### config.mk
export PLATFORM = sky130hd
export DESIGN_NAME = vstu_commit_tracker
export DESIGN_NICKNAME = d
export VERILOG_FILES = /design/src/rtl/vstu_commit_tracker.sv
export SDC_FILE = /design/constraint.sdc
export NUM_CORES = 1
export LEC_CHECK = 0
export ABC_CLOCK_PERIOD_IN_PS = 6900
export BUFFER_PORTS_ARGS = -buffer_cell sky130_fd_sc_hd__buf_2
export CAP_MARGIN = 20
export CORE_MARGIN = 3
export CORE_UTILIZATION = 56
export DETAILED_ROUTE_END_ITERATION = 10
export GPL_ROUTABILITY_DRIVEN = 0
export PLACE_DENSITY = 0.76
export SETUP_SLACK_MARGIN = 0.1
export SLEW_MARGIN = 5
export SYNTH_ARGS = -nofsm -noshare
export SYNTH_HDL_FRONTEND = slang
export SYNTH_SLANG_ARGS = --single-unit
### constraint.sdc
create_clock -name clk_i -period 6.9 [get_ports clk_i]
set_clock_uncertainty 0.05 [all_clocks]
set_input_delay 1.38 -clock clk_i [delete_from_list [all_inputs] [get_ports clk_i]]
set_output_delay 1.38 -clock clk_i [all_outputs]
set_load 0.005 [all_outputs]
### src/rtl/vstu_commit_tracker.sv
// Tracks AXI write bursts per in-flight vector store and pulses an in-order,
// one-hot completion (with error status) once every burst of a store has its B response.
module vstu_commit_tracker #(
    parameter int unsigned NrVInsn    = 8,
    parameter int unsigned QueueDepth = 4,
    parameter int unsigned CntWidth   = 8
) (
    input  logic                       clk_i,
    input  logic                       rst_ni,
    input  logic                       insn_valid_i,
    input  logic [$clog2(NrVInsn)-1:0] insn_id_i,
    input  logic                       insn_empty_i,
    output logic                       insn_ready_o,
    input  logic                       aw_issued_i,
    input  logic                       aw_last_i,
    input  logic                       b_valid_i,
    input  logic [1:0]                 b_resp_i,
    output logic                       b_ready_o,
    output logic [NrVInsn-1:0]         vinsn_done_o,
    output logic                       done_err_o,
    output logic                       pending_o
);

    localparam int unsigned IdWidth  = $clog2(NrVInsn);
    localparam int unsigned PtrWidth = $clog2(QueueDepth);
    localparam int unsigned OccWidth = PtrWidth + 1;
    localparam logic [OccWidth-1:0] OccFull = OccWidth'(QueueDepth);

    typedef struct packed {
        logic [IdWidth-1:0]  id;
        logic [CntWidth-1:0] issued;
        logic [CntWidth-1:0] acked;
        logic                all_issued;
        logic                err;
    } entry_t;

    // Applies this cycle's AW and B events to one entry's counters and flags.
    function automatic entry_t update_entry(input entry_t e, input logic aw, input logic last,
                                            input logic b, input logic b_err);
        entry_t r;
        r            = e;
        r.issued     = e.issued + CntWidth'(aw);
        r.all_issued = e.all_issued | (aw & last);
        r.acked      = e.acked + CntWidth'(b);
        r.err        = e.err | (b & b_err);
        return r;
    endfunction

    entry_t                entry_reg  [QueueDepth];
    entry_t                entry_next [QueueDepth];
    logic [QueueDepth-1:0] valid_reg, valid_next;
    logic [PtrWidth-1:0]   accept_pnt_reg, accept_pnt_next;
    logic [PtrWidth-1:0]   issue_pnt_reg, issue_pnt_next;
    logic [PtrWidth-1:0]   commit_pnt_reg, commit_pnt_next;
    logic [OccWidth-1:0]   cnt_reg, cnt_next;
    logic [NrVInsn-1:0]    done_reg, done_next;
    logic                  done_err_reg, done_err_next;

    logic   accept, aw_fire, b_fire, pop;
    logic   head_valid, issue_open, issue_skip;
    entry_t head_reg, head_next, issue_reg, new_entry;
    logic   unused_resp;

    assign unused_resp = b_resp_i[0];

    assign insn_ready_o = (cnt_reg != OccFull);
    assign pending_o    = (cnt_reg != '0);
    assign accept       = insn_valid_i && insn_ready_o;

    assign head_reg   = entry_reg[commit_pnt_reg];
    assign head_valid = valid_reg[commit_pnt_reg];
    assign issue_reg  = entry_reg[issue_pnt_reg];
    assign issue_open = valid_reg[issue_pnt_reg] && !issue_reg.all_issued;
    // Empty stores never see an AW, so the issue pointer steps over them.
    assign issue_skip = valid_reg[issue_pnt_reg] && issue_reg.all_issued;
    assign aw_fire    = aw_issued_i && issue_open;

    // Registered state only, so a burst cannot be acked in its own AW cycle.
    assign b_ready_o = head_valid && (head_reg.acked < head_reg.issued);
    assign b_fire    = b_valid_i && b_ready_o;

    always_comb begin
        new_entry            = '0;
        new_entry.id         = insn_id_i;
        new_entry.all_issued = insn_empty_i;
    end

    for (genvar gi = 0; gi < QueueDepth; gi++) begin : g_entry
        logic acc_hit, aw_hit, b_hit;
        assign acc_hit = accept && (accept_pnt_reg == PtrWidth'(gi));
        assign aw_hit  = aw_fire && (issue_pnt_reg == PtrWidth'(gi));
        assign b_hit   = b_fire && (commit_pnt_reg == PtrWidth'(gi));
        assign entry_next[gi] = acc_hit ? new_entry
                              : update_entry(entry_reg[gi], aw_hit, aw_last_i, b_hit, b_resp_i[1]);
        assign valid_next[gi] = acc_hit
                              | (valid_reg[gi] & ~(pop && (commit_pnt_reg == PtrWidth'(gi))));
    end

    // Completion looks at next-state counts so the final B retires the store immediately.
    assign head_next = entry_next[commit_pnt_reg];
    assign pop = head_valid && head_next.all_issued && (head_next.acked == head_next.issued);

    always_comb begin
        accept_pnt_next = accept_pnt_reg + PtrWidth'(accept);
        commit_pnt_next = commit_pnt_reg + PtrWidth'(pop);
        issue_pnt_next  = issue_pnt_reg;
        if ((aw_fire && aw_last_i) || issue_skip) begin
            issue_pnt_next = issue_pnt_reg + PtrWidth'(1);
        end
        cnt_next      = cnt_reg + OccWidth'(accept) - OccWidth'(pop);
        done_next     = '0;
        done_err_next = 1'b0;
        if (pop) begin
            done_next     = NrVInsn'(1) << head_next.id;
            done_err_next = head_next.err;
        end
    end

    always_ff @(posedge clk_i or negedge rst_ni) begin
        if (!rst_ni) begin
            for (int i = 0; i < QueueDepth; i++) begin
                entry_reg[i] <= '0;
            end
            valid_reg      <= '0;
            accept_pnt_reg <= '0;
            issue_pnt_reg  <= '0;
            commit_pnt_reg <= '0;
            cnt_reg        <= '0;
            done_reg       <= '0;
            done_err_reg   <= 1'b0;
        end else begin
            entry_reg      <= entry_next;
            valid_reg      <= valid_next;
            accept_pnt_reg <= accept_pnt_next;
            issue_pnt_reg  <= issue_pnt_next;
            commit_pnt_reg <= commit_pnt_next;
            cnt_reg        <= cnt_next;
            done_reg       <= done_next;
            done_err_reg   <= done_err_next;
        end
    end

    assign vinsn_done_o = done_reg;
    assign done_err_o   = done_err_reg;

    // An AW with nothing left to issue, or one that would wrap the burst counter, is a caller bug.
    a_aw_has_target: assert property (@(posedge clk_i) disable iff (!rst_ni)
        aw_issued_i |-> issue_open);
    a_aw_no_overflow: assert property (@(posedge clk_i) disable iff (!rst_ni)
        aw_fire |-> (issue_reg.issued != '1));

endmodule

==> results of run 1 <==
[timing repair]
item                                    in CTS  in global routing
buffers inserted                             0                  1
resized for setup                            0                  1
hold buffers                                 0                  0
endpoints found under the setup margin       0                  1
[cell type report]
type | instances | area [µm²]
fill | 909 | 4100
multi-input combinational | 450 | 3380
sequential | 106 | 2660
timing repair buffer | 37 | 225
tap | 140 | 175
inverter | 42 | 158
clock buffer | 9 | 124
clock inverter | 7 | 76.3
[layer usage]
| metal | vias to the layer above | routed length (µm) |
|---|---|---|
| li1 | 2247 | - |
| met1 | 2441 | 6400 |
| met2 | 194 | 7790 |
| met3 | 35 | 1240 |
| met4 | 0 | 444 |
| met5 | - | 0 |
[cell usage after synthesis (all sizes together), types with 2 or more instances]
master	count	area, µm²
buf	11	56.3
mux2	12	135
nor4	4	46.3
nand2	50	188
a21o	3	22.5
o21a	2	15.0
xnor2	30	270
or2	2	12.5
nor3	17	85.1
nand3b	3	22.5
o22a	2	17.5
nor4b	4	53.8
inv	42	158
a221oi	2	17.5
o221ai	6	52.6
nor2b	8	50.1
o221a	4	45.0
ha	31	388
a211oi	4	30.0
nand3	33	165
mux4	18	405
xor2	29	254
o22ai	10	62.6
o211ai	2	15.0
o21ai	33	165
or3	11	68.8
nor2	57	214
a31oi	3	18.8
dfrtp	106	2650
and2	6	37.5
clkbuf	12	45.0
and3	5	31.3
mux2i	18	180
a21oi	25	125
[worst reg2reg max path, cell delays in order, from the launching register on]
cell and delay (ps):
sky130_fd_sc_hd__dfrtp_4 590, sky130_fd_sc_hd__mux4_2 560, sky130_fd_sc_hd__ha_1 340, sky130_fd_sc_hd__a21o_1 180, sky130_fd_sc_hd__a21oi_1 220, sky130_fd_sc_hd__o221a_2 220, sky130_fd_sc_hd__o31a_1 230, sky130_fd_sc_hd__nand2_1 150
sky130_fd_sc_hd__nor2_1 150, sky130_fd_sc_hd__ha_1 230, sky130_fd_sc_hd__ha_1 260, sky130_fd_sc_hd__xor2_1 170, sky130_fd_sc_hd__o21ai_0 140, sky130_fd_sc_hd__mux4_2 560, sky130_fd_sc_hd__xnor2_2 210, sky130_fd_sc_hd__inv_2 70
sky130_fd_sc_hd__nor4_4 320, sky130_fd_sc_hd__nand4b_4 260, sky130_fd_sc_hd__nor2_1 260, sky130_fd_sc_hd__ha_1 260, sky130_fd_sc_hd__inv_1 50, sky130_fd_sc_hd__ha_1 130, sky130_fd_sc_hd__inv_1 40, sky130_fd_sc_hd__fa_1 370
sky130_fd_sc_hd__xnor2_1 180, sky130_fd_sc_hd__xnor2_1 130
[power by group through the flow]
stage,clock network (mW),logic [mW],registers (mW)
floorplan,0,0.944,0.856
global placement,0,1.18,0.927
detailed placement,0,1.22,0.935
CTS,0.402,1.23,0.923
global route,0.425,1.38,0.937
finish,0.397,1.25,0.917
[cells by family after synthesis]
family	count (synthesis)	synth area share (%)
muxes	48	11.5
DFF	106	42.2
xor gates and xnor gates	59	8.34
buffers and inverters	65	4.12
adders and majority gates	32	6.49
AOI/OAI and AO/OA	108	11.1
and+or+nand+nor	203	16.3
[how the worst min path moves through the flow]
stage	to
floorplan	entry_reg[62]
global placement	entry_reg[62]
detailed placement	entry_reg[62]
CTS	entry_reg[62]
global route	cnt_reg[2]
finish	entry_reg[62]
[cell usage in the layout, fill, tap and decap left out, drive strengths merged, types with 5 or more instances in the layout]
cell type / synthesis / final
nor2: 57 / 57
or3: 11 / 11
o221ai: 6 / 6
nand2: 50 / 50
xor2: 29 / 29
a21oi: 25 / 25
dfrtp: 106 / 106
o22ai: 10 / 10
and2: 6 / 6
mux4: 18 / 18
buf: 11 / 37
mux2: 12 / 12
mux2i: 18 / 18
nand3: 33 / 33
ha: 31 / 31
inv: 42 / 47
nor3: 17 / 17
xnor2: 30 / 30
nor2b: 8 / 8
and3: 5 / 5
clkbuf: 12 / 9
o21ai: 33 / 33
[metrics by stage]
stage	power (mW)	hold slack (ps)	setup WS, ps	std cells
2_1_floorplan	1.80	391	365	621
3_3_place_gp	2.11	405	504	774
3_5_place_dp	2.16	409	315	774
4_1_cts	2.55	438	299	790
5_1_grt	2.74	477	151	791
6_report	2.57	434	501	791
==> results.txt, run 1 <==
Counting distinct cell types in the post-synthesis netlist gives 59. The power spent charging and discharging nets came out at 1.14 mW. The largest net degree at the start of global routing is 58.

Global routing finished with a remaining overflow of 0. The final routed wire length divided by cell count came out at 20.1 µm. The layout cell share with drive strength beyond 1 came out at 15.8%.

On the worst path, the slowest cell contributes a delay of 590 ps. The flip-flop count of the largest register, all copies and words added came out at 84. The placed instance area is 6580 µm².

The clock-pin slew of the registers on the worst-case setup and hold paths came out at 110 ps. The endpoint class of the critical path is a register. The terminus of the critical flop-to-flop path is cnt_reg[2]. The worst voltage drop across the vdd grid came out at 0.000326 V. The post-synthesis to final-layout area growth is 8.06%. The overall via count from detail_route came out at 4917. The total power density per cell area came out at 378 nW/µm².

The number of buffers between clock root and the deepest sink came out at 2. In this run the horizontal extent of the chip is 112 µm. The routing usage on met2 came out at 42.7%.

In this run the most critical hold path is launched from entry_reg[62]. The final routed DRC violation total came out at 0. The finished cells cover 6790 µm². The share of async-settable or async-resettable flops after synthesis came out at 100%.

The final total negative setup slack came out at 0 ps. The type of the worst min-delay path is reg2reg. Along the worst path, the maximum fanout reaches 11. In this run the tightest slew margin relative to its limit is 30.8%. Among cell families on the critical path, the largest total delay comes from adder cells.

The number of max-capacitance violations reported came out at 0. Setup violations remaining at the end of the flow were counted as 0. The met1 usage in global routing came out at 34.4%.

The critical path ends at cnt_reg[2]. 0 antenna diodes ended up in the layout. Counting every net in the synthesized netlist gives 665. The layer flagged by global routing as most heavily used is met2. The maximum frequency from static timing analysis came out at 0.156 GHz. The number of detailed-route iterations in the first pass came out at 5.

The worst endpoint required time is 7180 ps. The core region is 10900 µm². The global-route usage over all layers came out at 26.2%.

The cell-internal power is 1.43 mW. The worst reg-to-reg path cell count is 25. Setup repair after global routing left no endpoint under its margin. The number of ports placed on the die boundary is 24. The number of hold violations in the final report is 0. In this run, synthesis inferred 0 flip-flops with an integrated enable. The switching part of the total power came out at 44.3%.

The initial antenna violation count is 0. The fraction of met3 tracks used by global routing came out at 6.96%. The worst path in the final design needs a cycle of 6400 ps, including I/O delays and setup. Synthesis produced a netlist whose cell count is 621. The wire length of the first global-routing pass came out at 25700 µm.

The final max-slew violation count is 0. The clock latency on the worst-skew pair came out at 400 ps. Buffers inserted during clock tree synthesis total 9. The number of buffers inserted by port buffering came out at 22.

Together, buffers and inverters on the worst path number 3. The cell that appears most often on the critical path is sky130_fd_sc_hd__ha_1. The share of total power in sequential cells is 35.7%. The leakage power of the design is 3.23 nW. The worst register-to-register path has a setup slack of 500 ps. The share of the cycle needed by the critical path after routing is 92.7%.

The final wirelength came out at 15900 µm. The part of the total power dissipated in combinational logic is 48.8%. The endpoint arrival time on the critical path is 6680 ps. The root buffer cell is sky130_fd_sc_hd__clkbuf_8. The sequential element share of the synthesized area is 42.2%.

Dividing the synthesized area by the synthesized cell count gives 10.1 µm². The most critical setup path has its startpoint at commit_pnt_reg[0]. The total number of yosys warnings is 0. The detailed placer's ending HPWL is 11600 µm. The H-tree depth reported by CTS came out at 3. The number of global-route vias before repair came out at 4975. The clock tree from TritonCTS is built. The first routing iteration left 427 violations. The clock network burns 15.4% of the power. On the critical path, the stage with the largest delay is an instance of sky130_fd_sc_hd__dfrtp_4.

STA classifies the critical path startpoint as a register. The effective utilization at floorplan came out at 57.7%. The die span in y came out at 112 µm. The worst reg2reg path startpoint is commit_pnt_reg[0]. The flow ran to the end, and the final reports show no timing, DRC or antenna violations. The synthesized flop and latch total is 106.

The area of the die is 12500 µm². The share of the core filled with cells is 62.4%. The netlist area before placement is 6290 µm². The number of nets with antenna violations after routing came out at 0.

After detailed routing, the number of vias per cell comes to 6.22. The logic depth of the worst setup path including buffers is 25. The commonest register cell after synthesis is sky130_fd_sc_hd__dfrtp_1.

The worst hold path cell count came out at 2. The category of the most critical setup path is reg2reg. At the end of the flow, the number of nets in the layout was 690. After floorplanning, the core was divided into 38 placement rows. The measured slew at the worst slew-check pin came out at 1040 ps. Counting every sink on the clock net gives 106.
Note: power is estimated with default switching activity, not from simulation.
==> run 2, diff against run 1 <==
--- a/config.mk
+++ b/config.mk
@@ -5,14 +5,16 @@
 export SDC_FILE = /design/constraint.sdc
 export NUM_CORES = 1
 export LEC_CHECK = 0
+export ABC_AREA = 1
 export ABC_CLOCK_PERIOD_IN_PS = 6900
 export BUFFER_PORTS_ARGS = -buffer_cell sky130_fd_sc_hd__buf_2
 export CAP_MARGIN = 20
 export CORE_MARGIN = 3
-export CORE_UTILIZATION = 56
+export CORE_UTILIZATION = 57
 export DETAILED_ROUTE_END_ITERATION = 10
 export GPL_ROUTABILITY_DRIVEN = 0
-export PLACE_DENSITY = 0.76
+export PLACE_DENSITY = 0.77
+export REMOVE_ABC_BUFFERS = 1
 export SETUP_SLACK_MARGIN = 0.1
 export SLEW_MARGIN = 5
 export SYNTH_ARGS = -nofsm -noshare
==> run 2 against run 1 <==
Net effect:
- sequential power fell by 32%
- worst setup slack improved by 350 ps
- core utilization rose by 1.9 points
- largest cell class unchanged
- largest power group is now sequential cells
==> results.txt, run 2 <==
The flow ran to the end, and the final reports show no timing, DRC or antenna violations. The sequential element share of the synthesized area is 40.8%. The floorplan step defined a die boundary enclosing 12700 µm². The number of hold violations in the final report came out at 0.

The largest driver fanout on the critical path is 18. The total power density per cell area is 165 nW/µm². The global-route congestion overflow total is 0. The commonest register cell after synthesis is sky130_fd_sc_hd__dfrtp_1. The netlist area before placement came out at 6500 µm². The flip-flop count of the largest register, all copies and words added came out at 84. After synthesis, the cell types taking the most area are sky130_fd_sc_hd__dfrtp_1, sky130_fd_sc_hd__nand2_1, sky130_fd_sc_hd__inv_1. The most numerous cell in the Yosys netlist is sky130_fd_sc_hd__nand2_1. 24 I/O pins were placed.

The effective utilization at floorplan is 59.2%. The leakage power of the design is 4.21 nW. In this run, synthesis inferred 0 flip-flops with an integrated enable. For the worst setup path, the data required time is 7100 ps. The number of detailed-route iterations in the first pass came out at 5. The post-synthesis cell type count is 40. The filler cells instantiated in the layout total 969. The worst voltage drop across the vdd grid came out at 0.000212 V. The post-synthesis area per instance came out at 7.30 µm². After synthesis the netlist holds a flip-flop and latch count of 106. At the worst endpoint, the arrival time is 6250 ps. After the first detailed-routing iteration, the DRC count stood at 315. The final routed DRC violation total is 0.

The library cells used most frequently in the layout, excluding fill and tap cells, are sky130_fd_sc_hd__nand2_1, sky130_fd_sc_hd__inv_1, sky130_fd_sc_hd__dfrtp_1. Timing would allow up to 0.165 GHz. The die width came out at 113 µm. The cell sitting at the root of the clock tree is a sky130_fd_sc_hd__clkbuf_16. The total power is 1.17 mW. Wires add up to 14900 µm. In this run the deepest clock path goes through 2 buffers. The number of buffers inserted by post-CTS setup repair came out at 0. The relative max-transition margin came out at 50.3%. The number of clock buffers added by TritonCTS is 9.

In this run the standard cell core region covers 11000 µm². The worst setup path is captured at a register. The initial antenna violation count is 0. In this run the most critical hold path is launched from entry_reg[62].

Synthesis produced a netlist whose cell count is 891. Detailed placement ended at an HPWL of 11000 µm. Clock-pin slew was measured on the worst setup and hold paths at 70 ps.

The worst register-to-register path begins at commit_pnt_reg[1]. The final layout net count is 956. The number of global-route vias before repair is 5374. Setup repair after global routing left no endpoint under its margin.

The peak per-stage delay on the critical path is 520 ps. After detailed routing, the number of vias per cell comes to 5.31. Buffers inserted to repair hold after CTS numbered 0. sky130_fd_sc_hd__dfrtp_1 takes more of the synthesized area than any other cell. The critical path launch point is commit_pnt_reg[1]. The flop-to-flop setup slack came out at 850 ps. The number of placement rows came out at 38. The floorplan step set the die height to 113 µm. For the pin with the worst max-slew slack, the measured transition is 743 ps.

The number of nets with antenna violations after routing is 0. Counting stages on the worst path, the most repeated cell is sky130_fd_sc_hd__inv_1. The final routed wire length divided by cell count is 14.2 µm. The number of max-capacitance violations reported came out at 0. The wire length of the first global-routing pass came out at 25500 µm.

The H-tree depth reported by CTS came out at 3. The clock tree from TritonCTS is built. Setup total negative slack on the finished layout was measured at 0 ps. The repair_antennas step left the layout with diodes totalling 0. The worst hold path belongs to the class reg2reg.

The critical path is of the reg2reg type. The global-route usage over all layers came out at 25.2%. The layout cell share with drive strength beyond 1 is 8.84%. The post-synthesis to final-layout area growth is 8.68%.

Ranked by instance count, the synthesized netlist is headed by sky130_fd_sc_hd__nand2_1, sky130_fd_sc_hd__inv_1, sky130_fd_sc_hd__dfrtp_1. The clock latency on the worst-skew pair is 360 ps. The final critical-path required period is 6050 ps. For this design, the sink count on the clock tree is 106.

The final max-slew violation count came out at 0. The overall via count from detail_route came out at 5605. The total number of yosys warnings came out at 0. The slowest cell on the critical path is sky130_fd_sc_hd__dfrtp_1.

The share of async-settable or async-resettable flops after synthesis came out at 100%. Leaving out fill and tap cells, the most frequent cell in the layout is sky130_fd_sc_hd__nand2_1. In this run the biggest area consumer among cell types represents 40.8% of the synthesized area. The share of the cycle needed by the critical path after routing is 87.6%. The number of endpoints failing setup at the final stage is 0. The largest net degree at the start of global routing came out at 84. The number of buffers inserted by port buffering is 22. STA classifies the critical path startpoint as a register. The number of gates given a new drive strength after cts is 0.
run 2: power breakdown:
part           switching (mW)  internal [mW]
Sequential                  0          0.621
Combinational          0.0159        0.00453
Clock                   0.241          0.284
run 2: metal layers:
| metal | share of wire, % | global-route usage, % | vias up |
|---|---|---|---|
| met1 | 46 | 33.3 | 2574 |
| met3 | 5.7 | 5.35 | 20 |
| li1 | - | - | 2860 |
| met4 | 1.4 | 6.49 | 0 |
| met2 | 47 | 42.4 | 151 |
| met5 | 0 | 0 | - |
run 2: logic make-up after synthesis:
| group | Yosys count | share of synthesized area, % |
|---|---|---|
| flip-flops | 106 | 40.8 |
| XOR/XNOR | 13 | 1.75 |
| adder cells (fa/ha/maj) | 32 | 6.27 |
| AO/OA/AOI/OAI | 78 | 7.56 |
| AND/OR/NAND/NOR | 486 | 32.8 |
| buffers and inverters | 176 | 10.8 |
run 2: through the flow:
| stage | worst slack (ps) | utilization (%) | std cells | instance area, µm² | hold slack (ps) |
|---|---|---|---|---|---|
| 2_1_floorplan | 1230 | - | 869 | 6380 | 411 |
| 3_3_place_gp | 927 | 61.3 | 1040 | 6740 | 427 |
| 3_5_place_dp | 897 | 61.3 | 1040 | 6740 | 437 |
| 4_1_cts | 864 | 64.1 | 1055 | 7040 | 454 |
| 5_1_grt | 235 | 64.3 | 1056 | 7070 | 473 |
| 6_report | 853 | 64.3 | 1056 | 7070 | 450 |
run 2: final timing paths:
path,end,cells after the start
setup / recovery,cnt_reg[1],33
hold / removal,entry_reg[62],2
setup reg to reg,cnt_reg[1],33
hold reg to reg,entry_reg[62],2
max in group asynchronous,entry_reg[47],3
min in group asynchronous,entry_reg[80],1
run 2: cell type report:
class                   instances  area (µm²)  area share, %
repair buffers                 32         208           2.94
clock buffers                   9         225           3.19
well taps                     140         175           2.48
inverters                     154         581           8.22
clock inverters                 6        75.1           1.06
flip-flops and latches        106        2650           37.5
multi-input cells             609        3150           44.6
run 2: worst max-delay path: cells and delay by family, from the launching register on:
kind	cells	cell delay (ps)
and+or+nand+nor	14	1940
buffers and inverters	8	940
adders and majority gates	6	1550
AOI/OAI and AO/OA	5	940
DFF	1	520
==> run 3, diff against run 2 <==
==> config.mk (replaced) <==
export PLATFORM = sky130hd
export DESIGN_NAME = vstu_commit_tracker
export DESIGN_NICKNAME = d
export VERILOG_FILES = /design/src/rtl/vstu_commit_tracker.sv
export SDC_FILE = /design/constraint.sdc
export NUM_CORES = 1
export LEC_CHECK = 0
export ABC_CLOCK_PERIOD_IN_PS = 6900
export BUFFER_PORTS_ARGS = -buffer_cell sky130_fd_sc_hd__buf_2
export CAP_MARGIN = 20
export CORE_MARGIN = 3
export CORE_UTILIZATION = 56
export DETAILED_ROUTE_END_ITERATION = 10
export GPL_ROUTABILITY_DRIVEN = 0
export PLACE_DENSITY = 0.76
export REMOVE_ABC_BUFFERS = 1
export SETUP_SLACK_MARGIN = 0.1
export SYNTH_ARGS = -nofsm -noshare
export SYNTH_HDL_FRONTEND = slang
export SYNTH_SLANG_ARGS = --single-unit
==> run 3 against run 2 <==
Net effect:
- core utilization decreased by 1.6 points
- critical endpoint is now cnt_reg[2]
- total power increased by 120%
- cell count decreased by 25%
- largest cell class unchanged
- first-iteration DRC count increased by 47%
- critical path depth decreased by 8
- combinational power increased to 63 times the previous value
- worst setup slack got worse by 380 ps
- sequential cell count unchanged
- critical path type unchanged
- via count decreased by 13%
==> results.txt, run 3 (synthesized netlist as in run 1, its figures left out) <==
The root buffer cell is sky130_fd_sc_hd__clkbuf_8. Max-cap violations in this run came to 0. At the pin with the least slew margin, the transition time is 1000 ps. The effective utilization at floorplan came out at 57.7%. The number of global-route vias before repair was 5188. The routing layer with the top usage in global route is met2. The fill cell total of the finished layout came out at 906. The number of inserted diodes came out at 0. The area of the die is 12500 µm². The cell occurring most often along the worst timing path is sky130_fd_sc_hd__ha_1.

The vias per cell is 6.16. The CTS buffer count came out at 9. The total power density per cell area is 382 nW/µm². Once detail routing completed, the nets flagged for antenna violations numbered 0. The number of endpoints failing setup at the final stage came out at 0. The largest individual stage delay along the critical path comes from the cell sky130_fd_sc_hd__dfrtp_4. The final critical-path required period is 6430 ps. After layout, the worst path uses 93.1% of the clock period.

The final max-slew violation count is 0. The H-tree depth reported by CTS is 3. Summed over all layers, the global routing overflow is 0. Once detailed placement completed, the half-perimeter wirelength came to 11700 µm. Once routing completed, OpenROAD measured the worst setup slack at 474 ps.

The total power came out at 2.61 mW. The post-synthesis to final-layout area growth is 8.66%. Setup repair after global routing left no endpoint under its margin. Entering global routing, the biggest net connects 70 pins. The worst slack on hold paths came out at 434 ps. The library cell used most frequently in the layout, excluding fill and tap cells, is sky130_fd_sc_hd__dfrtp_1. The clock-pin slew of the registers on the worst-case setup and hold paths is 110 ps. The count of cells in the finished layout, fillers not included, comes to 795. The fraction of met3 tracks used by global routing came out at 6.30%.

Of all nets on the critical path, the largest fanout is 18. The share of the core filled with cells came out at 62.7%. The area taken by flip-flops and latches is 2660 µm². In this design, the stage delay of the slowest critical-path cell is 610 ps. The die width came out at 112 µm. The multi-input combinational cells in the finished layout cover a total of 3380 µm². After detailed routing, the average wire length per cell comes to 19.9 µm. For met1 alone, demand over resource in global routing was 33.0%. In this run the cell area measured after placement is 6580 µm². The number of hold violations in the final report is 0.

The TritonCTS sink count is 106. The number of detailed-route iterations in the first pass came out at 5. The global-route usage over all layers came out at 26.5%. The layout cell share with drive strength beyond 1 is 16.3%. In the layout the commonest cells are sky130_fd_sc_hd__dfrtp_1, sky130_fd_sc_hd__nor2_1, sky130_fd_sc_hd__nand2_1. The clock latency on the worst-skew pair is 400 ps. The worst hold path belongs to the class reg2reg. The final total negative setup slack came out at 0 ps. The category of the most critical setup path is reg2reg.

The final instance area came out at 6830 µm². TritonCTS built the clock tree. OpenSTA, run right after detailed placement, puts the worst setup slack at 319 ps. The register with the most flip-flops in the layout has 84 of them. The cell total after placement is 773. The final wirelength is 15800 µm. The worst endpoint required time came out at 7180 ps. The relative max-transition margin came out at 33.3%. The final layout net count came out at 694. The critical path launch point type is a register. The count of buffers added on input and output ports is 22. The initial antenna violation count is 0. After floorplanning, the core was divided into 38 placement rows. The number of buffers between clock root and the deepest sink is 2. The area of the core is 10900 µm². VDD sags by at most 0.000301 V. For this design, the CTS-stage hold fixing added 0 buffers. The flow ran to the end, and the final reports show no timing, DRC or antenna violations.

The die span in y came out at 112 µm. The overall via count from detail_route is 4900. The final routed DRC violation total came out at 0. The number of DRC violations after detailed-routing iteration 0 is 463. 24 I/O pins were placed.

The leakage power of the design is 3.25 nW. The wire length of the first global-routing pass came out at 26000 µm. Data arrives at the worst endpoint at 6710 ps. The maximum frequency from static timing analysis came out at 0.156 GHz. For met2 alone, demand over resource in global routing was 42.7%.

The worst setup path is captured at a register.
[run 3: path summary, 6_finish.rpt]
kind / from / end / slack [ps] / cells after the start
max in group asynchronous: rst_ni / commit_pnt_reg[0] / 4600 / 2
max reg2reg: commit_pnt_reg[0] / cnt_reg[2] / 470 / 25
max: commit_pnt_reg[0] / cnt_reg[2] / 470 / 25
min reg2reg: entry_reg[83] / entry_reg[83] / 430 / 2
min: entry_reg[83] / entry_reg[83] / 430 / 2
min in group asynchronous: rst_ni / entry_reg[30] / 890 / 1
[run 3: area by class of cell]
class / instances / area share, %
flip-flops and latches: 106 / 38.9
repair buffers: 41 / 3.74
inverters: 42 / 2.31
multi-input cells: 450 / 49.4
well taps: 140 / 2.56
clock buffers: 9 / 1.81
clock inverters: 7 / 1.23
[run 3: what timing repair did]
item	4_1_cts	5_1_grt
setup endpoints to repair	0	1
buffers inserted	0	6
endpoints found under the hold margin	0	0
resized for setup	0	1
[run 3: metal layers]
metal	vias up	part of all wire [%]
li1	2257	-
met1	2407	40
met2	177	48
met3	59	6.5
met4	0	5.1
met5	-	0
[run 3: worst max-delay path, delay by kind of cell (launching register included)]
kind                     cells  cell delay [ps]
adder cells (fa/ha/maj)      6             1570
AND/OR/NAND/NOR              5             1160
multiplexers                 2             1120
AO/OA/AOI/OAI                5              950
XOR/XNOR                     4              690
flip-flops                   1              610
buffers and inverters        3              180
[run 3: where the power goes]
part	switching, mW	internal [mW]
registers	0.146	0.770
clock network	0.233	0.176
logic	0.749	0.535
total	1.13	1.48
